### src/rtl/spu_sm_norm_pkg.sv
// rtl/spu_sm_norm_pkg.sv - shared types and constants for the softmax normalizer
package spu_sm_norm_pkg;

    localparam int LANES      = 8;
    localparam int XW         = 8;
    localparam int SW         = 20;
    localparam int RW         = 29;
    localparam int DIV_CYCLES = 29;
    localparam int P_SHIFT    = 20;
    localparam int P_MAX      = 255;

    typedef enum logic [1:0] {
        ST_IDLE   = 2'd0,
        ST_DIV    = 2'd1,
        ST_STREAM = 2'd2
    } state_e;

endpackage

### src/rtl/spu_sm_norm_if.sv
// rtl/spu_sm_norm_if.sv - sum, input-beat and output-beat streams of the normalizer
interface spu_sm_norm_if #(
    parameter int LANES = 8,
    parameter int XW    = 8,
    parameter int SW    = 20
);
    logic [SW-1:0] sum_in;
    logic          sum_valid;
    logic [XW-1:0] in_x [LANES];
    logic          in_valid;
    logic          in_ready;
    logic          in_last;
    logic [XW-1:0] p [LANES];
    logic          out_valid;
    logic          out_ready;
    logic          out_last;

    modport master (
        output sum_in, sum_valid, in_x, in_valid, in_last, out_ready,
        input  in_ready, p, out_valid, out_last
    );

    modport slave (
        input  sum_in, sum_valid, in_x, in_valid, in_last, out_ready,
        output in_ready, p, out_valid, out_last
    );
endinterface

### src/rtl/spu_sm_recip_div.sv
// rtl/spu_sm_recip_div.sv - restoring divider, one quotient bit per cycle, MSB first
module spu_sm_recip_div
    import spu_sm_norm_pkg::*;
#(
    parameter int SW = 20,
    parameter int RW = 29
) (
    input  logic          core_clk,
    input  logic          rst_n,
    input  logic          start,
    input  logic          clr,
    input  logic [RW-1:0] dividend,
    input  logic [SW-1:0] divisor,
    output logic          done,
    output logic [RW-1:0] quotient
);
    localparam int CW = $clog2(RW);

    logic          run_q, run_d;
    logic          done_q, done_d;
    logic          zero_q, zero_d;
    logic [CW-1:0] cnt_q, cnt_d;
    logic [SW-1:0] div_q, div_d;
    logic [SW-1:0] rem_q, rem_d;
    logic [RW-1:0] quo_q, quo_d;
    logic [RW-1:0] dvd_q, dvd_d;
    logic [SW:0]   trial;

    always_comb begin
        run_d  = run_q;
        done_d = 1'b0;
        zero_d = zero_q;
        cnt_d  = cnt_q;
        div_d  = div_q;
        rem_d  = rem_q;
        quo_d  = quo_q;
        dvd_d  = dvd_q;
        // Remainder stays below the divisor, so the shifted trial fits SW+1 bits.
        trial  = {rem_q, dvd_q[RW-1]};
        if (clr) begin
            run_d  = 1'b0;
            zero_d = 1'b0;
            cnt_d  = '0;
            div_d  = '0;
            rem_d  = '0;
            quo_d  = '0;
            dvd_d  = '0;
        end else if (start) begin
            run_d  = 1'b1;
            zero_d = (divisor == '0);
            cnt_d  = CW'(DIV_CYCLES - 1);
            div_d  = divisor;
            rem_d  = '0;
            quo_d  = '0;
            dvd_d  = dividend;
        end else if (run_q) begin
            if (trial >= {1'b0, div_q}) begin
                rem_d = SW'(trial - {1'b0, div_q});
                quo_d = {quo_q[RW-2:0], 1'b1};
            end else begin
                rem_d = trial[SW-1:0];
                quo_d = {quo_q[RW-2:0], 1'b0};
            end
            dvd_d = {dvd_q[RW-2:0], 1'b0};
            if (cnt_q == '0) begin
                run_d  = 1'b0;
                done_d = 1'b1;
            end else begin
                cnt_d = cnt_q - 1'b1;
            end
        end
    end

    always_ff @(posedge core_clk or negedge rst_n) begin
        if (!rst_n) begin
            run_q  <= 1'b0;
            done_q <= 1'b0;
            zero_q <= 1'b0;
            cnt_q  <= '0;
            div_q  <= '0;
            rem_q  <= '0;
            quo_q  <= '0;
            dvd_q  <= '0;
        end else begin
            run_q  <= run_d;
            done_q <= done_d;
            zero_q <= zero_d;
            cnt_q  <= cnt_d;
            div_q  <= div_d;
            rem_q  <= rem_d;
            quo_q  <= quo_d;
            dvd_q  <= dvd_d;
        end
    end

    assign done     = done_q;
    assign quotient = zero_q ? '0 : quo_q;

endmodule

### src/rtl/spu_sm_norm.sv
// rtl/spu_sm_norm.sv - softmax normalizer: reciprocal of the row sum, then per-lane scale
module spu_sm_norm
    import spu_sm_norm_pkg::*;
#(
    parameter int LANES = spu_sm_norm_pkg::LANES,
    parameter int XW    = spu_sm_norm_pkg::XW,
    parameter int SW    = spu_sm_norm_pkg::SW,
    parameter int RW    = spu_sm_norm_pkg::RW
) (
    input  logic          core_clk,
    input  logic          rst_n,
    input  logic          en,
    spu_sm_norm_if.slave  bus,
    output logic          busy,
    output logic          err_zero
);
    localparam int PW = XW + RW;
    localparam logic [RW-1:0] RECIP_ONE = {1'b1, {(RW-1){1'b0}}};

    state_e        state_q, state_d;
    logic          out_valid_q, out_valid_d;
    logic          out_last_q, out_last_d;
    logic          err_zero_q, err_zero_d;
    logic [XW-1:0] p_q [LANES];
    logic [XW-1:0] p_d [LANES];
    logic [XW-1:0] lane_p [LANES];
    logic [RW-1:0] recip;
    logic          div_start, div_clr, div_done;
    logic          in_ready, in_fire, out_fire;

    spu_sm_recip_div #(.SW(SW), .RW(RW)) u_div (
        .core_clk (core_clk),
        .rst_n    (rst_n),
        .start    (div_start),
        .clr      (div_clr),
        .dividend (RECIP_ONE),
        .divisor  (bus.sum_in),
        .done     (div_done),
        .quotient (recip)
    );

    // Full-width product so x == sum lands exactly on the saturation point.
    for (genvar g = 0; g < LANES; g++) begin : g_lane
        logic [PW-1:0] prod;
        logic [PW-1:0] scaled;
        assign prod      = PW'(bus.in_x[g]) * PW'(recip);
        assign scaled    = prod >> P_SHIFT;
        assign lane_p[g] = (scaled > PW'(P_MAX)) ? XW'(P_MAX) : scaled[XW-1:0];
        assign bus.p[g]  = p_q[g];
    end

    always_comb begin
        state_d     = state_q;
        out_valid_d = out_valid_q;
        out_last_d  = out_last_q;
        err_zero_d  = err_zero_q;
        p_d         = p_q;
        div_start   = 1'b0;
        div_clr     = 1'b0;
        in_ready    = (state_q == ST_STREAM) && (!out_valid_q || bus.out_ready);
        in_fire     = in_ready && bus.in_valid;
        out_fire    = out_valid_q && bus.out_ready;
        if (!en) begin
            state_d     = ST_IDLE;
            out_valid_d = 1'b0;
            out_last_d  = 1'b0;
            p_d         = '{default: '0};
            div_clr     = 1'b1;
        end else begin
            case (state_q)
                ST_IDLE: begin
                    if (bus.sum_valid) begin
                        div_start  = 1'b1;
                        err_zero_d = (bus.sum_in == '0);
                        state_d    = ST_DIV;
                    end
                end
                ST_DIV: begin
                    if (div_done) state_d = ST_STREAM;
                end
                ST_STREAM: begin
                    if (in_fire) begin
                        out_valid_d = 1'b1;
                        out_last_d  = bus.in_last;
                        p_d         = lane_p;
                    end else if (out_fire) begin
                        out_valid_d = 1'b0;
                    end
                    if (out_fire && out_last_q) begin
                        state_d     = ST_IDLE;
                        out_valid_d = 1'b0;
                        out_last_d  = 1'b0;
                    end
                end
                default: state_d = ST_IDLE;
            endcase
        end
    end

    always_ff @(posedge core_clk or negedge rst_n) begin
        if (!rst_n) begin
            state_q     <= ST_IDLE;
            out_valid_q <= 1'b0;
            out_last_q  <= 1'b0;
            err_zero_q  <= 1'b0;
            p_q         <= '{default: '0};
        end else begin
            state_q     <= state_d;
            out_valid_q <= out_valid_d;
            out_last_q  <= out_last_d;
            err_zero_q  <= err_zero_d;
            p_q         <= p_d;
        end
    end

    assign bus.in_ready  = in_ready;
    assign bus.out_valid = out_valid_q;
    assign bus.out_last  = out_last_q;
    assign busy          = (state_q != ST_IDLE);
    assign err_zero      = err_zero_q;

endmodule

### src/flat_wrapper.sv
// flat-port wrapper written by rule: the top's interface ports become plain ports
module spu_sm_norm_flat import spu_sm_norm_pkg::*;
#(
    parameter int LANES = spu_sm_norm_pkg::LANES,
    parameter int XW    = spu_sm_norm_pkg::XW,
    parameter int SW    = spu_sm_norm_pkg::SW,
    parameter int RW    = spu_sm_norm_pkg::RW
)
  (core_clk, rst_n, en, busy, err_zero, bus_sum_in, bus_sum_valid, bus_in_x, bus_in_valid, bus_in_last, bus_out_ready, bus_in_ready, bus_p, bus_out_valid, bus_out_last);
  spu_sm_norm_if #(.LANES(LANES), .XW(XW), .SW(SW)) bus_i ();
  input  logic core_clk;
  input  logic rst_n;
  input  logic en;
  output logic busy;
  output logic err_zero;
  input wire logic [$bits(bus_i.sum_in)-1:0] bus_sum_in;
  input wire logic [$bits(bus_i.sum_valid)-1:0] bus_sum_valid;
  input wire logic [$bits(bus_i.in_x)-1:0] bus_in_x;
  input wire logic [$bits(bus_i.in_valid)-1:0] bus_in_valid;
  input wire logic [$bits(bus_i.in_last)-1:0] bus_in_last;
  input wire logic [$bits(bus_i.out_ready)-1:0] bus_out_ready;
  output wire logic [$bits(bus_i.in_ready)-1:0] bus_in_ready;
  output wire logic [$bits(bus_i.p)-1:0] bus_p;
  output wire logic [$bits(bus_i.out_valid)-1:0] bus_out_valid;
  output wire logic [$bits(bus_i.out_last)-1:0] bus_out_last;
  assign bus_i.sum_in = bus_sum_in;
  assign bus_i.sum_valid = bus_sum_valid;
  assign bus_i.in_x = {>>{bus_in_x}};
  assign bus_i.in_valid = bus_in_valid;
  assign bus_i.in_last = bus_in_last;
  assign bus_i.out_ready = bus_out_ready;
  assign bus_in_ready = bus_i.in_ready;
  assign bus_p = {>>{bus_i.p}};
  assign bus_out_valid = bus_i.out_valid;
  assign bus_out_last = bus_i.out_last;
  spu_sm_norm #(.LANES(LANES), .XW(XW), .SW(SW), .RW(RW)) u_core (.core_clk(core_clk), .rst_n(rst_n), .en(en), .bus(bus_i), .busy(busy), .err_zero(err_zero));
endmodule
### config.mk
export PLATFORM = sky130hd
export DESIGN_NAME = spu_sm_norm_flat
export DESIGN_NICKNAME = d
export VERILOG_FILES = /design/src/rtl/spu_sm_norm_pkg.sv /design/src/rtl/spu_sm_norm_if.sv /design/src/rtl/spu_sm_recip_div.sv /design/src/rtl/spu_sm_norm.sv /design/src/flat_wrapper.sv
export SDC_FILE = /design/constraint.sdc
export NUM_CORES = 2
export LEC_CHECK = 0
export ABC_AREA = 0
export CAP_MARGIN = 20
export CORE_UTILIZATION = 58
export CTS_CLUSTER_DIAMETER = 100
export DETAILED_ROUTE_END_ITERATION = 6
export GPL_TIMING_DRIVEN = 0
export PLACE_DENSITY = 0.85
export RECOVER_POWER = 100
export SYNTH_ARGS = -nofsm -noshare
export SYNTH_HDL_FRONTEND = slang
export SYNTH_SLANG_ARGS = --single-unit
### constraint.sdc
create_clock -name core_clk -period 10.9 [get_ports core_clk]
set_clock_uncertainty 0.05 [all_clocks]
set_input_delay 2.18 -clock core_clk [delete_from_list [all_inputs] [get_ports core_clk]]
set_output_delay 2.18 -clock core_clk [all_outputs]
set_load 0.05 [all_outputs]
Word level (Yosys, flattened, before mapping)
Cells that the tools add are included.
{ "totals": {"ram_bits": 0, "inputBits": 91, "output_inout_bits": 69, "ff_bits": 175, "mem_bits_ro": 0, "elab_cells": 123, "latch_bits": 0, "mem_count": 0} }
{ "classes": {"muxes": 56, "n_mul": 8, "reduce_logical": 16, "n_addsub": 2, "order_cmp": 9, "bitwise_logic": 0, "n_div": 0, "shift": 0, "n_eq_ne": 12} }
{ "ops": {"columns": ["operator", "n"], "rows": [
  ["8-bit by 29-bit multiplier with 37-bit output", 8],
  ["29-bit two-way mux", 7],
  ["64-bit two-way mux", 3],
  ["17-bit by 8-bit > comparator with 1-bit output, second input constant", 8],
  ["20-bit two-way mux", 6],
  ["8-bit two-way mux", 8],
  ["1-bit two-way mux", 23],
  ["21-bit by 20-bit >= comparator with 1-bit output", 1],
  ["20-bit zero test", 1],
  ["5-bit two-way mux", 4],
  ["20-bit subtractor", 1],
  ["3-bit != test, second input constant", 3],
  ["2-bit two-way mux", 4],
  ["2-bit AND reduction", 4],
  ["2-bit by 1-bit != test with 1-bit output, second input constant", 3],
  ["3-bit by 1-bit != test with 1-bit output, second input constant", 2],
  ["2-bit one-hot mux with 3 select lines", 1],
  ["3-bit AND reduction", 2],
  ["5-bit zero test", 1],
  ["5-bit by 1-bit subtractor with 5-bit output, second input constant", 1],
  ["1-bit logical AND", 4],
  ["4-bit by 1-bit != test with 1-bit output, second input constant", 1],
  ["3-bit by 2-bit != test with 1-bit output, second input constant", 1],
  ["2-bit by 1-bit equality test with 1-bit output, second input constant", 1],
  ["5 further kinds", 5]
]} }

Longest topological paths before layout
{ "logic_depth": {"word_depth": 8, "ltp_mapped": 26, "depth_no_buf": 21} }

Cells and area by module
From an unflattened synthesis, not the netlist that was laid out.
{ "hier_totals": {"cells_unflattened": 7399, "area_unflattened_um2": 64645.8} }
{ "by_module_without_submodules": {"columns": ["mod", "instances", "cells_per_inst", "area_each_um2", "seq_area_each_um2"], "rows": [
  ["spu_sm_norm", 1, 6736, 58534.9, 1726.7],
  ["spu_sm_recip_div", 1, 663, 6110.9, 2652.5]
]} }

Least setup slack after synthesis
OpenSTA, ideal clock, no wires.
{ "synth_path": {"path_type": "input to register", "from": "in bus_in_x[35]", "to": "reg u_core.p_q, in the netlist u_core.bus.p[32]", "t_arrival_ps": 7353, "setup_slack_ps": 3374, "cell_stages": 20, "path_cell_list": "clkbuf_1 > clkbuf_1 > and2_1 > fa_1 > fa_1 > fa_1 > inv_1 > fa_1 > inv_1 > ha_1 > a2111oi_1 > o211ai_1 > a2111o_1 > a31oi_2 > o21a_1 > xnor2_1 > o2111ai_1 > a211oi_1 > o211ai_2 > o221a_2"} }
{ "synth_via": {"elab_chain_cells": 6} }
{ "synth_rtl": {"columns": ["element", "line", "source"], "rows": [
  ["from (decl)", "flat_wrapper.sv:18", "input wire logic [$bits(bus_i.in_x)-1:0] bus_in_x;"],
  ["8-bit by 29-bit multiplier with 37-bit output (*)", "spu_sm_norm.sv:46", "assign prod = PW'(bus.in_x[g]) * PW'(recip);"],
  ["17-bit by 8-bit > comparator with 1-bit output", "spu_sm_norm.sv:48", "assign lane_p[g] = (scaled > PW'(P_MAX)) ? XW'(P_MAX) : scaled[XW-1:0];"],
  ["8-bit two-way mux (*)", "spu_sm_norm.sv:48", null],
  ["64-bit two-way mux (*)", "spu_sm_norm.sv:82", "if (in_fire) begin"],
  ["64-bit two-way mux (*)", "spu_sm_norm.sv:70", "case (state_q)"],
  ["64-bit two-way mux (*)", "spu_sm_norm.sv:63", "if (!en) begin"],
  ["to (signal assigned)", "spu_sm_norm.sv:112", "p_q <= p_d;"],
  ["to (decl)", "spu_sm_norm.sv:24", "logic [XW-1:0] p_q [LANES];"]
]} }
Mark *: on every way between the ends. The rest lies on a longest branch, timed or not. The select of a mux whose other input is x is not followed.
A chain may end at the register's enable or synchronous reset.

Worst setup path after layout
{ "layout_path": {"from": "in bus_in_x[49]", "to": "reg u_core.p_q, in the netlist u_core.bus.p[54]"} }
The elaborated chain is that of the path after synthesis.

==> out/qor_table.md <==
| Step | Parameter | This run |
|---|---|---|
| floorplanning | Core ar. | 104,000 um^2 |
| logic synthesis | Post-Synthesis Cells | 6,806 |
| critical path | Kind of start point of the critical path | input pin |
| min path | Number of instances on the worst hold path | 1 |
| min path | Worst Hold End | u_core.err_zero |
| clock network | H-Tree Depth | 4 |
| logic synthesis | Synth Cell Area | 61,100 um^2 |
| placement | Gpl congestion | 1.04 |
| timing | Post-route setup TNS | 0 ns |
| clock network | Longest Clk Path Bufs | 2 |
| floorplanning | Chip Width | 326 um |
| floorplanning | Initial core utilization | 58.7% |
| critical path | Worst Path Max Fanout | 10 |
| pwr | Cell area power density | 26.5 nW/um^2 |
| critical path | CP Capture Type | flip-flop |
| timing | Unrepaired setup endpoints after global routing | false |
| clock network | Clk root buf | clkbuf_16 |
| detailed routing | Via count normalized by instance count | 6.15 |
| critical path | Reg2Reg Depth | 22 |
| logic synthesis | Netlist cell types | 96 |
| logic synthesis | Fraction of post-synthesis cell area in the top cell type by area | 42.3% |
| timing | Fmax achieved | 100 MHz |
| critical path | Launch instance of the worst register-to-register path | u_core.u_div.zero_q |
| clock network | Total clock sinks | 147 |
| placement | Dpl cell area | 64,400 um^2 |
| critical path | Slack of the worst reg-to-reg path | 1.02 ns |
| logic synthesis | FF+latch count, synth | 147 |
| cells and area | Share of post-route cells with drive strength above 1 | 2.12% |
| critical path | Worst-path cell with the longest stage delay | a2111oi_2 |
| pwr | Leakage power total | 35.3 nW |
| clock network | Reg clk slew, reported paths | 0.07 ns |
| critical path | Largest stage delay on the critical path | 1.56 ns |
| cells and area | Filler Cells Inserted | 8,697 |
| floorplanning | Area of the die | 107,000 um^2 |
| floorplanning | I/O pin count | 160 |
| grt | Via count of the first global-routing pass | 54,102 |
| min path | Worst Hold Launch | u_core.err_zero |
| clock network | Number of setup buffers added after CTS | 0 |
| clock network | Number of buffers inserted during clock tree synthesis | 17 |
| cells and area | Summed area of non-filler cells in the final layout | 65,200 um^2 |
| status | Status | complete, but fails checks |
| critical path | Cell-by-cell listing of the critical path | dlygate4sd3_1 > clkbuf_1 > clkbuf_1 > nand2_1 > fa_1 > inv_1 > fa_1 > inv_1 > fa_1 > inv_1 > ha_1 > nand4_1 > nor3_1 > o221ai_1 > nand3_1 > a211oi_1 > o21bai_1 > o2111ai_1 > a2111oi_2 > a31oi_1 |
| placement | Buffers added on ports | 103 |
| critical path | Required @ worst endpoint | 11.17 ns |
| min path | Path type of the worst min-delay path | flip-flop to flip-flop |
| detailed routing | Routed wire per std cell | 25.7 um |
| pwr | Maximum vdd drop | 0.0712 mV |
| logic synthesis | Proportion of synthesized chip area in sequential cells | 6.02% |
| critical path | Data arrival time of the critical path | 10.25 ns |
| clock network | Latest clock arrival within the worst-skew pair | 0.54 ns |
| detailed routing | Routed Antenna Nets | 0 |
| clock network | PostCTS Resize Cnt | 0 |
| timing | Final min period | 9.99 ns |
| logic synthesis | Net count of the mapped netlist | 8,640 |
| timing | Max-slew violations | 75 |
| logic synthesis | Share of flip-flops with an asynchronous set or reset | 100% |
| critical path | Count of buffer and inverter cells on the critical path | 6 |
| critical path | Family with the most delay on the worst path | compound AO/OA/AOI/OAI gates |
| status | Violated checks | max-capacitance violations, max-slew violations |
| logic synthesis | Total number of yosys warnings | 0 |
| detailed routing | Number of DRC markers after the initial detailed-route iteration | 5,763 |
| logic synthesis | Syn Area/Cell | 8.97 um^2 |
| grt | Pin count of the biggest net entering global routing | 108 |
| grt | Global-route usage over all layers | 41.5% |
| critical path | CP Class | input pin to flip-flop |
| clock network | CTS tree | built |
| cells and area | Final-stage net count | 8,812 |
| detailed routing | Routed via count | 51,667 |
| logic synthesis | Number of synthesized flops with an enable pin | 0 |
| logic synthesis | Cell accounting for the most synthesized area | fa_1 |
| timing | Setup-failing EPs final | 0 |
| cells and area | Synthesis-to-finish area growth | 6.72% |
| clock network | Post-CTS Hold Fix Bufs | 0 |
| timing | Portion of the clock cycle consumed by the worst path in the final layout | 91.6% |
| floorplanning | Num rows | 118 |
| detailed routing | Number of iterations in the first detailed-routing pass | 7 |
| placement | HPWL after detailed placement | 172 mm |
| timing | Slew at the pin closest to its max-slew limit | 3.26 ns |
| grt | Initial antenna violation count | 55 |
| logic synthesis | Top_reg_cell synth | dfrtp_1 |
| detailed routing | Residual DRC | 0 |
| grt | GR Overflow Total | 0 |
| run | Max-cap violation count | 4 |
| grt | Global-route wire length before repair | 326 mm |
| floorplanning | Die height | 326 um |
| timing | Hold Vio Cnt, Final | 0 |
| critical path | Reg-to-reg endpoint | u_core.bus.p[54] |
| timing | Worst slew margin relative to its limit | -117% |
| detailed routing | Wire length reported by the detailed router | 216 mm |
| logic synthesis | Area contributors post-synth | fa_1 (42%), and2_1 (14%), ha_1 (9.3%) |
==> layout make-up <==
class / count / area [um^2] / area share, %
Inverter: 1127 / 4230 / 6.49
Antenna cell: 29 / 72.6 / 0.111
Multi-Input combinational cell: 5090 / 51400 / 78.8
Timing Repair Buffer: 153 / 1800 / 2.76
Clock inverter: 15 / 204 / 0.313
Buffer: 442 / 1670 / 2.57
Clock buffer: 17 / 425 / 0.653
Tap cell: 1380 / 1730 / 2.65
Sequential cell: 147 / 3680 / 5.65
==> registers in the layout, indices dropped and copies added, names as in the netlist <==
| signal | cells |
|---|---|
| u_core.bus.p | 64 |
| u_core.u_div.dvd_q | 1 |
| u_core.err_zero | 1 |
| u_core.u_div.rem_q | 20 |
| u_core.u_div.quo_q | 29 |
| u_core.u_div.run_q | 1 |
| u_core.u_div.cnt_q | 5 |
| u_core.bus.out_valid | 1 |
| u_core.u_div.zero_q | 1 |
| u_core.u_div.done | 1 |
| u_core.bus.out_last | 1 |
| u_core.state_q | 2 |
| u_core.u_div.div_q | 20 |
==> synth_stat cells, drive strengths merged, types with 6 or more instances <==
cell,number
and2,1383
fa,1289
inv,1127
nand2,626
ha,454
clkbuf,431
a21oi,220
dfrtp,147
o21ai,141
nor2,136
a21o,96
xnor2,59
nor2b,51
mux2i,50
xor2,46
nand3,45
nor3,42
o221a,41
nand4,38
a31oi,34
and3,27
o21a,27
a211oi,25
o211ai,25
a2111oi,19
or3,14
nand2b,13
o21bai,13
and4,12
nor4,12
o2111ai,12
a211o,11
buf,11
a21boi,9
nand3b,9
o31ai,9
a221oi,7
a31o,7
nor3b,7
or2,7
o221ai,6
==> worst max-delay path by stage <==
stage | from | endpoint | slack [ns] | depth (start not counted)
6_report | bus_in_x[49] | u_core.bus.p[54] | 0.91 | 20
5_1_grt | bus_in_x[49] | u_core.bus.p[50] | 0.87 | 20
4_1_cts | bus_in_x[49] | u_core.bus.p[54] | 1.76 | 20
3_5_place_dp | bus_in_x[49] | u_core.bus.p[54] | 1.24 | 20
3_3_place_gp | rst_n | u_core.bus.p[11] | 0.48 | 1
2_1_floorplan | bus_in_x[35] | u_core.bus.p[32] | 3.37 | 20
==> where the power goes <==
group / switching [W] / internal [W]
logic: 0.000345 / 0.000143
registers: 0.0000113 / 0.000559
clock network: 0.000354 / 0.000313
total: 0.000710 / 0.00102
==> metal layers <==
metal / vias up / global-route usage, % / wire length, um
met5: - / 0 / 191
met4: 24 / 30.2 / 19400
met3: 927 / 14.5 / 31300
met2: 3583 / 60.8 / 90500
met1: 25815 / 50.8 / 74100
li1: 21318 / - / -
==> metrics by stage <==
step | worst slack, ns | utilization, % | hold slack, ns | total power, W | instances
2_1_floorplan | 3.37 | - | 0.393 | 0.000861 | 6806
3_3_place_gp | 0.478 | 61.4 | 0.414 | 0.00104 | 8289
3_5_place_dp | 1.24 | 62.0 | 0.415 | 0.00105 | 8325
4_1_cts | 1.76 | 62.6 | 0.426 | 0.00171 | 8357
5_1_grt | 0.874 | 62.6 | 0.439 | 0.00178 | 8374
6_report | 0.913 | 62.7 | 0.422 | 0.00173 | 8400
==> logic make-up (layout without fill, tap and decap cells) <==
family	count (synthesis)	after routing	share of synthesized area (%)
and+or+nand+nor	2433	2433	21.8
adders and majority gates	1743	1743	51.6
buffers and inverters	1569	1754	9.68
AOI/OAI and AO/OA	757	757	8.60
DFF	147	147	6.02
xor gates and xnor gates	105	105	1.51
muxes	52	52	0.857
other	0	29	0
==> cells in the final DEF (no fill, tap or decap), drive strengths merged, types with 11 or more instances in the layout <==
cell type and instances:
a2111oi 19, a211o 11, a211oi 25, a21o 96, a21oi 220, a31oi 34
and2 1383, and3 27, and4 12, buf 56, clkbuf 454, clkdlybuf4s50 28
dfrtp 147, diode 29, dlygate4sd3 74, fa 1289, ha 454, inv 1133
mux2i 50, nand2 626, nand2b 13, nand3 45, nand4 38, nor2 136
nor2b 51, nor3 42, nor4 12, o2111ai 12, o211ai 25, o21a 27
o21ai 141, o21bai 13, o221a 41, or3 14, xnor2 59, xor2 46
Note: power is estimated with default switching activity, not from simulation.
